File: src/rtl/md5_candidate_generator.sv
// Brute-force candidate enumerator: walks every byte string in [min,max]^len for
// len = MIN_LEN..MAX_LEN as an odometer and emits each one as a padded MD5 block.
module md5_candidate_generator #(
    parameter int MIN_LEN = 1,
    parameter int MAX_LEN = 8
) (
    input  logic         clk,
    input  logic         reset,
    input  logic         start,
    input  logic         run,
    input  logic [7:0]   min,
    input  logic [7:0]   max,
    output logic [511:0] chunk,
    output logic         valid,
    output logic         done,
    output logic [63:0]  count
);

    localparam int LEN_W   = 5;
    localparam int BYTES_W = MAX_LEN * 8;

    typedef enum logic [1:0] {
        S_IDLE,
        S_RUN,
        S_DONE
    } state_t;

    state_t               r_state, w_state_nxt;
    logic [7:0]           r_min, w_min_nxt;
    logic [7:0]           r_max, w_max_nxt;
    logic [LEN_W-1:0]     r_len, w_len_nxt;
    logic [BYTES_W-1:0]   r_bytes, w_bytes_nxt;
    logic [63:0]          r_count, w_count_nxt;
    logic [511:0]         r_chunk;
    logic [BYTES_W-1:0]   w_bytes_inc;
    logic                 w_carry;
    logic                 w_load;

    // Candidate bytes first, then the 0x80 terminator, then the bit length.
    function automatic logic [511:0] build_chunk(input logic [BYTES_W-1:0] b,
                                                 input logic [LEN_W-1:0]   len);
        logic [511:0] c;
        c = '0;
        for (int i = 0; i < MAX_LEN; i++) begin
            if (LEN_W'(i) < len) c[8*i +: 8] = b[8*i +: 8];
        end
        for (int i = 0; i <= MAX_LEN; i++) begin
            if (LEN_W'(i) == len) c[8*i +: 8] = 8'h80;
        end
        c[479:448] = {24'd0, len, 3'b000};
        return c;
    endfunction

    // Odometer step over the active bytes; w_carry survives only if every byte was at max.
    always_comb begin
        // NOTE: combinational blocks use blocking '=' so later statements see the
        // updated carry; every variable gets a default first so no latch is inferred.
        w_bytes_inc = r_bytes;
        w_carry     = 1'b1;
        for (int i = 0; i < MAX_LEN; i++) begin
            if (LEN_W'(i) < r_len && w_carry) begin
                if (r_bytes[8*i +: 8] == r_max) begin
                    w_bytes_inc[8*i +: 8] = r_min;
                end else begin
                    w_bytes_inc[8*i +: 8] = r_bytes[8*i +: 8] + 8'd1;
                    w_carry               = 1'b0;
                end
            end
        end
    end

    always_comb begin
        w_state_nxt = r_state;
        w_min_nxt   = r_min;
        w_max_nxt   = r_max;
        w_len_nxt   = r_len;
        w_bytes_nxt = r_bytes;
        w_count_nxt = r_count;
        w_load      = 1'b0;
        if (start) begin
            w_min_nxt = min;
            w_max_nxt = max;
            if (min > max) begin
                w_state_nxt = S_DONE;
                w_count_nxt = '0;
            end else begin
                w_state_nxt = S_RUN;
                w_len_nxt   = LEN_W'(MIN_LEN);
                w_bytes_nxt = {MAX_LEN{min}};
                w_count_nxt = 64'd1;
                w_load      = 1'b1;
            end
        end else if (r_state == S_RUN && run) begin
            if (!w_carry) begin
                w_bytes_nxt = w_bytes_inc;
                w_count_nxt = r_count + 64'd1;
                w_load      = 1'b1;
            end else if (r_len == LEN_W'(MAX_LEN)) begin
                // Exhausted: chunk keeps the last candidate.
                w_state_nxt = S_DONE;
            end else begin
                w_len_nxt   = r_len + 5'd1;
                w_bytes_nxt = {MAX_LEN{r_min}};
                w_count_nxt = r_count + 64'd1;
                w_load      = 1'b1;
            end
        end
    end

    always_ff @(posedge clk) begin
        // NOTE: sequential state uses non-blocking '<=' so all registers update
        // from the same pre-edge values.
        if (reset) begin
            r_state <= S_IDLE;
            r_min   <= '0;
            r_max   <= '0;
            r_len   <= '0;
            r_bytes <= '0;
            r_count <= '0;
            r_chunk <= '0;
        end else begin
            r_state <= w_state_nxt;
            r_min   <= w_min_nxt;
            r_max   <= w_max_nxt;
            r_len   <= w_len_nxt;
            r_bytes <= w_bytes_nxt;
            r_count <= w_count_nxt;
            if (w_load) r_chunk <= build_chunk(w_bytes_nxt, w_len_nxt);
        end
    end

    assign chunk = r_chunk;
    assign valid = (r_state == S_RUN);
    assign done  = (r_state == S_DONE);
    assign count = r_count;

endmodule

File: config.mk
export PLATFORM = sky130hd
export DESIGN_NAME = md5_candidate_generator
export DESIGN_NICKNAME = d
export VERILOG_FILES = /design/src/rtl/md5_candidate_generator.sv
export SDC_FILE = /design/constraint.sdc
export NUM_CORES = 1
export LEC_CHECK = 0
export BUFFER_PORTS_ARGS = -buffer_cell sky130_fd_sc_hd__buf_2
export CORE_AREA = 5 5 231 233
export DETAILED_ROUTE_END_ITERATION = 10
export DIE_AREA = 0 0 236 238
export PLACE_DENSITY_LB_ADDON = 0.25
export SYNTH_ARGS = -nofsm -noshare
export SYNTH_HDL_FRONTEND = slang
export SYNTH_SLANG_ARGS = --single-unit
File: constraint.sdc
create_clock -name clk -period 5.32 [get_ports clk]
set_input_delay 0.266 -clock clk [delete_from_list [all_inputs] [get_ports clk]]
set_output_delay 0.266 -clock clk [all_outputs]
set_load 0.02 [all_outputs]
==> results of run 1 <==
-- how the worst max path moves through the flow --
stage / from / to / slack (ns) / depth (start not counted)
floorplan: r_len[3]$_SDFF_PP0_ / chunk[1]$_SDFFE_PP0P_ / 1.98 / 11
global placement: r_max[2]$_SDFFE_PP0P_ / chunk[14]$_SDFFE_PP0P_ / 0.96 / 11
detailed placement: r_max[2]$_SDFFE_PP0P_ / chunk[14]$_SDFFE_PP0P_ / 0.93 / 11
CTS: r_max[2]$_SDFFE_PP0P_ / chunk[14]$_SDFFE_PP0P_ / 0.90 / 11
global route: r_max[2]$_SDFFE_PP0P_ / chunk[14]$_SDFFE_PP0P_ / 0.67 / 11
finish: r_max[3]$_SDFFE_PP0P_ / chunk[14]$_SDFFE_PP0P_ / 0.82 / 11
-- power groups by stage --
stage                     Sequential, W  Clock (W)  Combinational, W
final                           0.00189    0.00184           0.00115
after global routing            0.00189    0.00196           0.00124
after CTS                       0.00188    0.00189           0.00113
after detailed placement        0.00192          0           0.00113
after global placement          0.00192          0           0.00112
after floorplan                 0.00183          0           0.00109
-- metal layers --
metal | global-route usage | vias up | routed length [µm] | part of all wire
met1 | 0.265 | 6913 | 24800 | 0.40
met2 | 0.328 | 778 | 28700 | 0.47
li1 | - | 6686 | - | -
met5 | 0 | - | 13 | 0.00021
met4 | 0.0695 | 2 | 2130 | 0.035
met3 | 0.0343 | 120 | 5640 | 0.092
-- registers in the layout, summed over array words and instances (netlist names) --
| name | count |
|---|---|
| r_state | 2 |
| r_bytes | 64 |
| count | 64 |
| chunk | 70 |
| r_max | 8 |
| r_len | 5 |
| r_min | 8 |
-- final cells by class --
type | instances | area, µm²
antenna | 1 | 2.50
timing repair buffer | 217 | 1270
tap | 680 | 851
multi-input combinational | 1726 | 9430
sequential | 221 | 4420
fill | 5515 | 34000
inverter | 36 | 135
clock buffer | 42 | 812
clock inverter | 5 | 62.6
-- synthesized netlist by cell type, types with 6 or more instances --
master	number
and4_1	7
ha_1	19
xnor2_1	29
a21o_1	15
a22o_1	27
dfxtp_1	221
o41ai_1	6
o22ai_1	18
or3_1	15
nor4_1	19
nor3_1	37
o21ai_0	104
a211oi_1	16
nand3_1	81
nor2b_1	10
a21oi_1	104
a221o_1	10
nor2_1	211
and2_1	14
buf_4	444
nand4_1	34
xor2_1	91
nand2b_1	9
o21ai_1	8
inv_1	35
clkbuf_1	90
and3_1	42
a221oi_1	6
a21boi_0	7
a31oi_1	24
mux2i_1	33
o21a_1	11
o211ai_1	11
o221ai_1	15
nand2_1	168
buf_2	20
-- kinds of logic (layout without fill, tap and decap cells) --
group / after synthesis / after routing
simple gates: 668 / 668
buf+inv: 599 / 300
compound gates: 442 / 442
flops: 221 / 221
xor+xnor: 120 / 120
mux: 35 / 35
fa+ha+maj: 19 / 19
other cells: 1 / 443
-- critical path: cells and delay by family, from the launching register on --
family	cells	cell delay, ns
AOI/OAI and AO/OA	5	1.49
and+or+nand+nor	3	1.39
DFF	1	0.74
buffers and inverters	2	0.54
xor gates and xnor gates	1	0.16
-- through the flow --
step / power [W] / std cells / instance area [µm²] / utilization / worst slack [ns]
3_3_place_gp: 0.00304 / 2880 / 16100 / 0.316 / 0.955
3_5_place_dp: 0.00304 / 2880 / 16100 / 0.316 / 0.928
2_1_floorplan: 0.00291 / 2546 / 17800 / - / 1.98
4_1_cts: 0.00490 / 2927 / 17000 / 0.333 / 0.896
6_report: 0.00487 / 2928 / 17000 / 0.333 / 0.822
5_1_grt: 0.00509 / 2927 / 17000 / 0.333 / 0.665
==> impl_metrics.yaml, run 1 <==
power_and_ir_drop:
  p_per_area_nw_per_um2: 287
  comb_power_share: 0.236
  power.share.switching: 0.363
  internal-power_w: 0.00310
  seqPwrFrac: 0.387
  p_clk_frac: 0.377
  p_leak_nw: 7.77
  switching_power_w: 0.00177
  irDropWorstVdd_mv: 0.198
global_routing:
  grt_overflow: 0
  grt_start_max_net_pins: 57
  antenna_found_initial: 1
  grt_pass1_wl_um: 88000
  grt_pass1_vias: 13200
  grtUsageTotal: 0.199
synthesis:
  ys.flop_type: "dfxtp_1"
  synthMuxAreaShare: 0.0219
  synthSimpleGateAreaFrac: 0.196
  synthesis.area_um2: 16100
  synth_top_family_by_area: "buffers and inverters"
  yosysWarnings: 0
  synth-async-reset-ratio: 0
  synth_compound_area_frac: 0.182
  netlist_top_cells_area: "dfxtp_1 27%, buf_4 21%, xor2_1 4.9%, nor2_1 4.9%, nand2_1 3.9%"
  ys_ff_latch: 221
  avgSynthCellArea_um2: 7.66
  yosysTopAreaCell: "dfxtp_1"
  yosys.area_share.xor_xnor: 0.0652
  synth_enable_flop_cells: 0
  synth_top_area_share: 0.274
  ys_seq_area_frac: 0.274
  synth_cell_types: 80
  synth_fa_ha_area_frac: 0.0147
  syn_inst: 2105
clocking:
  cts_made_buffers: 27
  clk_pin_slew_ns: 0.07
  cts_hold_buf: 0
  cts.path.max_buffers: 3
  post_cts_buffers: 0
  clock_latency_ns: 0.57
  cts_sinks: 221
  cts_root_buf: "clkbuf_16"
  cts_max_level: 1
  cts_resized: 0
  cts_tree: "yes"
worst_setup_path:
  cpMaxStageDelayCell: "a311oi_1"
  path_cells: "xor2_1, nor4_2, a21oi_2, nor4_2, buf_4, nand2_1, buf_4, o221ai_1, a21oi_1, a311oi_1, o21ai_0"
  ff2ff_setup_slack_ns: 0.82
  slowest_delay_ns: 0.86
  startpoint_type: "flip-flop"
  reg2regPathDepth: 11
  r2r-end: "chunk[14]$_SDFFE_PP0P_"
  cp_data_arrival_time_ns: 4.90
  rr_startpoint: "r_max[3]$_SDFFE_PP0P_"
  endpoint_kind: "flip-flop"
  worst_ep_required_time_ns: 5.72
  path_class: "reg -> reg"
  crit_fanout: 19
timing:
  maxSlewHeadroom: 0.0857
  finalMaxSlewViolations: 0
  clock_skew_ns: 0.0278
  rsz0062_at_grt: "false"
  worst_pin_slew_ns: 1.36
  hold_violations: 0
  hold_slack_ns: 0.00634
  setup-violations-final: 0
  fin_tns_setup_ns: 0
  period_minus_slack_ns: 4.50
  timing.fmax_mhz: 222
  post-route-period-util: 0.846
detailed_routing:
  route.final.wire_length_um: 61300
  ant_nets: 0
  drtIter0Drc: 1278
  drt-vias-per-instance: 4.95
  drt_first_pass_iters: 6
  route.detailed.drc: 0
  wl_per_cell_um: 20.9
  vias: 14500
die:
  die_y_um: 238
  rows: 83
  die_x_um: 236
  io_pins: 598
  dieArea_um2: 56200
  core-area_um2: 51000
  start_util: 0.316
place:
  place_congestion: 0.956
  portBuffers: 155
  dp_hpwl_um: 46000
layout:
  layout_commonest_cell: "conb_1"
  drive_above_1_share: 0.128
  nets: 2268
  syn_to_final_growth_pct: 5.34
  mostFrequentLayoutCells: "442 x conb_1, 221 x dfxtp_1, 209 x nor2_1"
worst_hold_path:
  min_path_cells: 3
  min_to: "r_max[6]$_SDFFE_PP0P_"
  min_from: "max[6]"
  hold_class: "in -> reg"
job:
  maxCapViolations: 0
run_status:
  status: "completed"
(Power assumes the default switching activity.)
==> run 2, diff against run 1 <==
--- a/config.mk
+++ b/config.mk
@@ -5,10 +5,11 @@
 export SDC_FILE = /design/constraint.sdc
 export NUM_CORES = 1
 export LEC_CHECK = 0
+export ABC_AREA = 1
 export BUFFER_PORTS_ARGS = -buffer_cell sky130_fd_sc_hd__buf_2
-export CORE_AREA = 5 5 231 233
+export CORE_AREA = 5 5 229 231
 export DETAILED_ROUTE_END_ITERATION = 10
-export DIE_AREA = 0 0 236 238
+export DIE_AREA = 0 0 234 236
 export PLACE_DENSITY_LB_ADDON = 0.25
 export SYNTH_ARGS = -nofsm -noshare
 export SYNTH_HDL_FRONTEND = slang
==> constraint.sdc (replaced) <==
create_clock -name clk -period 3.8 [get_ports clk]
set_input_delay 0.19 -clock clk [delete_from_list [all_inputs] [get_ports clk]]
set_output_delay 0.19 -clock clk [all_outputs]
set_load 0.02 [all_outputs]
==> impl_metrics.yaml, run 2 <==
run_status:
  status: "completed"
global_routing:
  antenna_found_initial: 1
  grt_pass1_wl_um: 110000
  grt_start_max_net_pins: 75
  grt_pass1_vias: 16400
  grtUsageTotal: 0.259
  grt_overflow: 0
layout:
  post-route-util: 0.384
  nFillCells: 5439
  drive_above_1_share: 0.117
  num_antenna_cells: 0
  syn_to_final_growth_pct: 7.05
  largest_reg_flops: 70
  final-seq-area_um2: 4430
  mostFrequentLayoutCells: "705 x nand2_1, 442 x conb_1, 248 x nor2_1"
  multi_input_area_um2: 10500
  nets: 2997
  layout_commonest_cell: "nand2_1"
synthesis:
  ys_seq_area_frac: 0.247
  avgSynthCellArea_um2: 6.44
  synth_common_cells: "705 x nand2_1, 450 x buf_4, 248 x nor2_1"
  ys_ff_latch: 221
  synth_top_area_share: 0.247
  synth-async-reset-ratio: 0
  synth_cell_types: 60
  yosysWarnings: 0
  netlist_top_cells_area: "dfxtp_1 25%, buf_4 19%, nand2_1 15%, nor2_1 5.2%, a21oi_1 4.7%"
  synth_enable_flop_cells: 0
  yosysTopAreaCell: "dfxtp_1"
  synthesis.area_um2: 17900
  synth.most_common_cell: "nand2_1"
  syn_inst: 2778
  ys.flop_type: "dfxtp_1"
power_and_ir_drop:
  power.share.switching: 0.393
  p_leak_nw: 9.17
  seqPwrFrac: 0.338
  p_clk_frac: 0.359
  p_per_area_nw_per_um2: 406
  internal-power_w: 0.00473
  irDropWorstVdd_mv: 0.315
  switching_power_w: 0.00306
  comb_power_share: 0.302
detailed_routing:
  ant_nets: 0
  wl_per_cell_um: 21.0
  drt_first_pass_iters: 9
  route.final.wire_length_um: 76400
  route.detailed.drc: 0
  drt-vias-per-instance: 4.96
  drtIter0Drc: 1942
  vias: 18100
die:
  start_util: 0.359
  core-area_um2: 49900
  die_x_um: 234
  dieArea_um2: 55200
  io_pins: 598
  die_y_um: 236
  rows: 82
place:
  dp_slack_ns: 0.120
  portBuffers: 155
  dp_hpwl_um: 60300
  place_congestion: 1.02
timing:
  hold_slack_ns: 0.0330
  timing.fmax_mhz: 273
  layout_setup_ws_ns: 0.135
  period_minus_slack_ns: 3.66
  finalMaxSlewViolations: 0
  clock_skew_ns: 0.0193
  hold_violations: 0
  setup-violations-final: 0
  fin_tns_setup_ns: 0
  rsz0062_at_grt: "false"
  maxSlewHeadroom: 0.318
  post-route-period-util: 0.964
  worst_pin_slew_ns: 1.02
worst_setup_path:
  startpoint_type: "flip-flop"
  cpMaxStageDelayCell: "dfxtp_1"
  worst_ep_required_time_ns: 4.26
  path_cells: "inv_2, nand2_1, nand4_1, nor2_1, nand2_1, nand2_1, nand4_4, nor2_8, nand2_4, buf_12, nand2_1, a21oi_1, o21ai_0, nor2_1, nand3_1, nand2_1"
  slowest_delay_ns: 0.75
  path_class: "reg -> reg"
  cp_data_arrival_time_ns: 4.13
  endpoint_kind: "flip-flop"
  crit_fanout: 25
  cpMostUsedCell: "nand2_1"
worst_hold_path:
  hold_class: "in -> reg"
clocking:
  cts_sinks: 221
  clock_latency_ns: 0.56
  cts_made_buffers: 27
  cts_root_buf: "clkbuf_16"
  cts_tree: "yes"
  clk_pin_slew_ns: 0.07
  cts_max_level: 1
  cts.path.max_buffers: 3
job:
  maxCapViolations: 0
run 2: power groups by stage:
stage	logic [W]	registers [W]	clock network, W
final	0.00235	0.00264	0.00280
after global routing	0.00253	0.00264	0.00294
after CTS	0.00229	0.00262	0.00286
after detailed placement	0.00227	0.00267	0
after global placement	0.00229	0.00268	0
after floorplan	0.00186	0.00261	0
run 2: worst paths after layout:
kind                               start                     end  slack, ns  cells past startpoint
hold / removal                    min[4]   r_min[4]$_SDFFE_PP0P_       0.03                      3
setup reg to reg   r_max[7]$_SDFFE_PP0P_  chunk[22]$_SDFFE_PP0P_       0.14                     16
hold reg to reg   chunk[30]$_SDFFE_PP0P_  chunk[30]$_SDFFE_PP0P_       0.45                      2
setup / recovery   r_max[7]$_SDFFE_PP0P_  chunk[22]$_SDFFE_PP0P_       0.14                     16
run 2: through the flow:
step,area [µm²],std cells,power [W]
after floorplan,19600,3219,0.00446
after global placement,18100,3591,0.00496
after detailed placement,18100,3591,0.00494
after CTS,19200,3647,0.00777
after global routing,19200,3647,0.00810
final,19200,3647,0.00778
run 2: cell type report:
type	count	area share
Clock buffer	35	0.0384
Clock inverter	11	0.00979
Inverter	226	0.0448
Multi-Input combinational cell	2226	0.546
Sequential cell	221	0.231
Tap cell	672	0.0439
Timing Repair Buffer	256	0.0861
run 2: what timing repair did:
action / CTS / global route
hold buffers: 10 / 0
endpoints found under the setup margin: 0 / 54
buffers inserted: 0 / 0
endpoints found under the hold margin: 10 / 0
resized for setup: 0 / 4
run 2: layer usage:
layer	wire length [µm]	global-route usage
met4	1310	0.0477
met5	13	0
met2	33300	0.396
met3	7460	0.0426
met1	34300	0.387
run 2: cells by family (layout without fill, tap and decap cells):
| group | Yosys count | after routing | share of synthesized area |
|---|---|---|---|
| buffers and inverters | 772 | 528 | 0.261 |
| adders and majority gates | 19 | 19 | 0.0133 |
| xor gates and xnor gates | 75 | 75 | 0.0367 |
| other | 1 | 442 | 0.000210 |
| DFF | 221 | 221 | 0.247 |
| and+or+nand+nor | 1240 | 1240 | 0.298 |
| AOI/OAI and AO/OA | 449 | 449 | 0.143 |
| muxes | 1 | 1 | 0.000559 |
run 2: worst max-delay path: cells and delay by family (launching register included):
family,cells,cell delay (ns)
DFF,1,0.75
and+or+nand+nor,12,1.69
buffers and inverters,2,0.39
AOI/OAI and AO/OA,2,0.71
